[config.mk]
export PLATFORM = sky130hd
export DESIGN_NAME = weight_addr_gen
export DESIGN_NICKNAME = d
export VERILOG_FILES = /design/src/rtl/weight_addr_gen.sv
export SDC_FILE = /design/constraint.sdc
export NUM_CORES = 1
export LEC_CHECK = 0
export CAP_MARGIN = 40
export CORE_UTILIZATION = 53
export DETAILED_ROUTE_END_ITERATION = 8
export PLACE_DENSITY = 0.83
export SLEW_MARGIN = 5
export SYNTH_ARGS = -nofsm -noshare
export SYNTH_HDL_FRONTEND = slang
export SYNTH_SLANG_ARGS = --single-unit
export TNS_END_PERCENT = 30
[constraint.sdc]
create_clock -name sys_clk -period 2.6 [get_ports sys_clk]
set_clock_uncertainty 0.15 [all_clocks]
set_input_delay 0.26 -clock sys_clk [delete_from_list [all_inputs] [get_ports sys_clk]]
set_output_delay 0.26 -clock sys_clk [all_outputs]
set_load 0.05 [all_outputs]
[src/rtl/weight_addr_gen.sv]
// weight_addr_gen: sweeps a row-major {row,col} address space over one tile
// for the systolic array delay chain. After the last address it holds
// enable/cs low for DRAIN_CYCLES so that every delayed copy downstream has
// flushed, and then pulses done for one cycle.
//
// Handshake: address_out is valid in any cycle where enable_out=1. pause is a
// registered backpressure input. A pause sampled on an edge suppresses the
// issue in the cycle that follows that edge. An address that has already been
// issued is never repeated. pause on the edge that closes the last issue is a
// no-op, because the sweep is finishing anyway.
module weight_addr_gen #(
    parameter int FEATURE_BITS = 4,
    parameter int DRAIN_CYCLES = 4
) (
    input  logic                      sys_clk,
    input  logic                      reset_n,
    input  logic                      start,
    input  logic [FEATURE_BITS-1:0]   n_rows,
    input  logic [FEATURE_BITS-1:0]   n_cols,
    input  logic                      pause,
    output logic [2*FEATURE_BITS-1:0] address_out,
    output logic                      enable_out,
    output logic                      cs_out,
    output logic                      busy,
    output logic                      done
);

    localparam int CNT_W = (DRAIN_CYCLES > 1) ? $clog2(DRAIN_CYCLES) : 1;

    typedef enum logic [1:0] {
        S_IDLE  = 2'd0,
        S_RUN   = 2'd1,
        S_DRAIN = 2'd2,
        S_DONE  = 2'd3
    } state_e;

    state_e                  state_q, state_d;
    logic [FEATURE_BITS-1:0] row_q, row_d;
    logic [FEATURE_BITS-1:0] col_q, col_d;
    logic [FEATURE_BITS-1:0] n_rows_q, n_rows_d;
    logic [FEATURE_BITS-1:0] n_cols_q, n_cols_d;
    logic                    en_q, en_d;
    logic                    cs_q, cs_d;
    logic                    busy_q, busy_d;
    logic                    done_q, done_d;
    logic [CNT_W-1:0]        cnt_q, cnt_d;
    logic                    last_addr;

    // The address currently on the bus is the final one of the tile.
    assign last_addr = (row_q == n_rows_q) && (col_q == n_cols_q);

    // Next-state and registered-output computation for the sweep sequencer.
    always_comb begin
        state_d  = state_q;
        row_d    = row_q;
        col_d    = col_q;
        n_rows_d = n_rows_q;
        n_cols_d = n_cols_q;
        en_d     = 1'b0;
        cs_d     = cs_q;
        busy_d   = busy_q;
        done_d   = 1'b0;
        cnt_d    = cnt_q;

        case (state_q)
            S_IDLE: begin
                cs_d   = 1'b0;
                busy_d = 1'b0;
                if (start) begin
                    n_rows_d = n_rows;
                    n_cols_d = n_cols;
                    row_d    = '0;
                    col_d    = '0;
                    cs_d     = 1'b1;
                    busy_d   = 1'b1;
                    en_d     = ~pause;
                    state_d  = S_RUN;
                end
            end
            S_RUN: begin
                if (en_q && last_addr) begin
                    // Last address was issued this cycle: stop and flush.
                    cs_d    = 1'b0;
                    cnt_d   = CNT_W'(DRAIN_CYCLES - 1);
                    state_d = S_DRAIN;
                end else begin
                    en_d = ~pause;
                    if (en_q) begin
                        if (col_q == n_cols_q) begin
                            col_d = '0;
                            row_d = row_q + FEATURE_BITS'(1);
                        end else begin
                            col_d = col_q + FEATURE_BITS'(1);
                        end
                    end
                end
            end
            S_DRAIN: begin
                if (cnt_q == '0) begin
                    busy_d  = 1'b0;
                    done_d  = 1'b1;
                    state_d = S_DONE;
                end else begin
                    cnt_d = cnt_q - CNT_W'(1);
                end
            end
            S_DONE: begin
                busy_d  = 1'b0;
                state_d = S_IDLE;
            end
            default: begin
                state_d = S_IDLE;
            end
        endcase
    end

    // State and output registers. An asynchronous reset aborts any sweep.
    always_ff @(posedge sys_clk or negedge reset_n) begin
        if (!reset_n) begin
            state_q  <= S_IDLE;
            row_q    <= '0;
            col_q    <= '0;
            n_rows_q <= '0;
            n_cols_q <= '0;
            en_q     <= 1'b0;
            cs_q     <= 1'b0;
            busy_q   <= 1'b0;
            done_q   <= 1'b0;
            cnt_q    <= '0;
        end else begin
            state_q  <= state_d;
            row_q    <= row_d;
            col_q    <= col_d;
            n_rows_q <= n_rows_d;
            n_cols_q <= n_cols_d;
            en_q     <= en_d;
            cs_q     <= cs_d;
            busy_q   <= busy_d;
            done_q   <= done_d;
            cnt_q    <= cnt_d;
        end
    end

    assign address_out = {row_q, col_q};
    assign enable_out  = en_q;
    assign cs_out      = cs_q;
    assign busy        = busy_q;
    assign done        = done_q;

endmodule

==> flow_summary.json <==
{
  "grt_pass1_wl_um": 5600,
  "drv_slew": 0,
  "drt-total-wl_um": 3300,
  "place.gp.congestion": 0.833,
  "ys_types": 42,
  "synth-edff-count": 0,
  "rsz0062_at_grt": "no",
  "postRouteAntennaNets": 0,
  "worstMarginPinSlew_ns": 0.502,
  "fp.coreArea_mm2": 0.00257,
  "crit_fanout": 13,
  "fp.dieH_um": 55.1,
  "synthArstFlopShare_pct": 100,
  "clk_path_buf_depth": 2,
  "p_int_mw": 1.10,
  "netlist.area_leader.share_pct": 40.2,
  "cts_hold_buf": 0,
  "drt_iter0_drc": 71,
  "worstPathArrival_ns": 2.28,
  "leakagePower_nw": 0.714,
  "use_met1_pct": 32.1,
  "post_dp_cell_area_mm2": 0.00173,
  "syn_area_mm2": 0.00149,
  "cts.clk_slew.worst_paths_ns": 0.14,
  "pwr-share-seq_pct": 32.1,
  "setup_viol": 0,
  "hold_viol": 0,
  "pwr-share-clk_pct": 9.8,
  "cap_violations": 0,
  "htree_num_levels": 1,
  "hp-class": "input port to async pin",
  "io_pins": 24,
  "insertion_delay_ns": 0.32,
  "cts_made_buffers": 3,
  "fin_setup_tns_ns": 0,
  "p_per_area_mw_per_mm2": 1190,
  "p_sw_share_pct": 47.6,
  "start_kind": "flop",
  "io_buffers": 23,
  "ys_ff_latch": 24,
  "dieArea_mm2": 0.00303,
  "yosys_warnings": 0,
  "p_comb_share_pct": 58.2,
  "wl_per_cell_um": 16.6,
  "groute.usage.overall_pct": 26.3,
  "yosys.area.top_type": "dfrtp_1",
  "antenna_found_initial": 0,
  "synth.most_common_cell": "dfrtp_1",
  "dp_slack_ns": 0.422,
  "synth_common_cells": "24 x dfrtp_1, 10 x nand2_1, 9 x mux2_2, 9 x nand4_1",
  "cp-end-kind": "flop",
  "fin_util_pct": 68.7,
  "die_w_um": 55.1,
  "design_area_mm2": 0.00176,
  "worstSetupPathType": "flop to flop",
  "diodes": 0,
  "synth_fp_nets": 169,
  "post_cts_buffers": 0,
  "relSlewSlack_pct": 66.4,
  "synthFlopType": "dfrtp_1",
  "post-route-drc-count": 0,
  "yosysSeqAreaShare_pct": 40.2,
  "vias": 1300,
  "cts_tree": "yes",
  "setup_ws_ns": 0.387,
  "use_met3_pct": 2.46,
  "synthTopCellsByArea": "dfrtp_1 40%, mux2_2 6.8%, ha_1 5.9%",
  "status": "finished clean",
  "grt_start_max_net_pins": 25,
  "layout-drive-gt1-share_pct": 10.1,
  "fmax_mhz": 452,
  "vias_per_cell": 6.53,
  "overflow": 0,
  "syn_inst": 150,
  "drt_first_pass_iters": 5,
  "root_buffer": "clkbuf_4",
  "cp.required_ns": 2.66,
  "dp_hpwl_um": 2370,
  "grt.busiest_layer": "met2",
  "grt_pass1_vias": 1281,
  "nets": 189,
  "use_met2_pct": 46.6,
  "start_util_pct": 58.1,
  "ir_worst_vdd_uv": 796,
  "area.growth.synth_to_final_pct": 18.1,
  "cts.sinks": 24,
  "p_switching_mw": 1.00,
  "rows": 18,
  "syn_area_per_cell_um2": 9.95,
  "period_minus_slack_ns": 2.21,
  "postCtsResizedCells": 0,
  "period_share_pct": 85.1
}
[power by group through the flow]
stage	sequential [mW]	combinational (mW)	clock, mW
floorplan	0.833	0.762	0
global placement	0.674	1.17	0
detailed placement	0.683	1.22	0
CTS	0.675	1.22	0.205
global route	0.701	1.36	0.214
finish	0.675	1.23	0.206
[stage by stage]
| stage | cells | power (mW) | hold slack, ns |
|---|---|---|---|
| detailed placement | 195 | 1.90 | 0.365 |
| finish | 199 | 2.11 | 0.123 |
| CTS | 199 | 2.10 | 0.146 |
| global route | 199 | 2.27 | 0.192 |
| global placement | 195 | 1.84 | 0.346 |
| floorplan | 150 | 1.59 | -0.186 |
[cell usage in the layout (no fill, tap or decap), types with 3 or more instances in the layout]
cell,n
o21ai_0,8
ha_1,7
mux2_2,9
inv_1,8
nand2_1,10
mux2i_1,3
nor2b_1,3
clkbuf_4,3
o211ai_1,5
nand4_1,9
nor2_1,6
xnor2_1,8
clkdlybuf4s50_1,23
dfrtp_1,24
a21oi_1,5
o41ai_1,3
[flip-flops by register name, indices dropped and copies added, names as in the netlist, 2 cells and up]
name	count
state_q	2
n_rows_q	4
cnt_q	2
col_q	4
n_cols_q	4
row_q	4
[logic make-up (layout without fill, tap and decap cells)]
family,after synthesis,count (layout),synth area share (%)
buffers and inverters,18,37,5.28
xor gates and xnor gates,8,8,4.69
AOI/OAI and AO/OA,38,38,18.8
and+or+nand+nor,43,43,16.3
muxes,12,12,8.80
DFF,24,24,40.2
adders and majority gates,7,7,5.87
[worst max-delay path, stage by stage (launching register included)]
cell and delay (ns):
dfrtp_1 0.43, inv_1 0.13, ha_1 0.43, mux2i_1 0.25, nor2_1 0.29, a21boi_1 0.28, o211ai_1 0.14
[per-layer routing]
layer	vias to the layer above	wire [um]
li1	601	-
met1	625	1290
met2	62	1740
met3	12	195
met4	0	71
met5	-	0
[path summary, 6_finish.rpt]
path	startpoint	end	slack, ns	depth (start not counted)
min in group sys_clk	pause	enable_out$_DFF_PN0_	0.29	2
worst min-delay path	reset_n	cnt_q[1]$_DFFE_PN0P_	0.12	2
worst min register to register	n_rows_q[1]$_DFFE_PN0P_	n_rows_q[1]$_DFFE_PN0P_	0.39	1
worst max register to register	state_q[1]$_DFFE_PN0P_	col_q[3]$_DFFE_PN0P_	0.39	6
worst max-delay path	state_q[1]$_DFFE_PN0P_	col_q[3]$_DFFE_PN0P_	0.39	6
max in group asynchronous	reset_n	col_q[0]$_DFFE_PN0P_	1.93	2
[area by class of cell]
class,instances,area [um^2]
multi-input combinational,108,813
inverter,8,30.0
clock buffer,4,36.3
sequential,24,601
fill,225,805
timing repair buffer,25,245
tap,30,37.5
No activity file was read; power rests on OpenSTA's default activity.
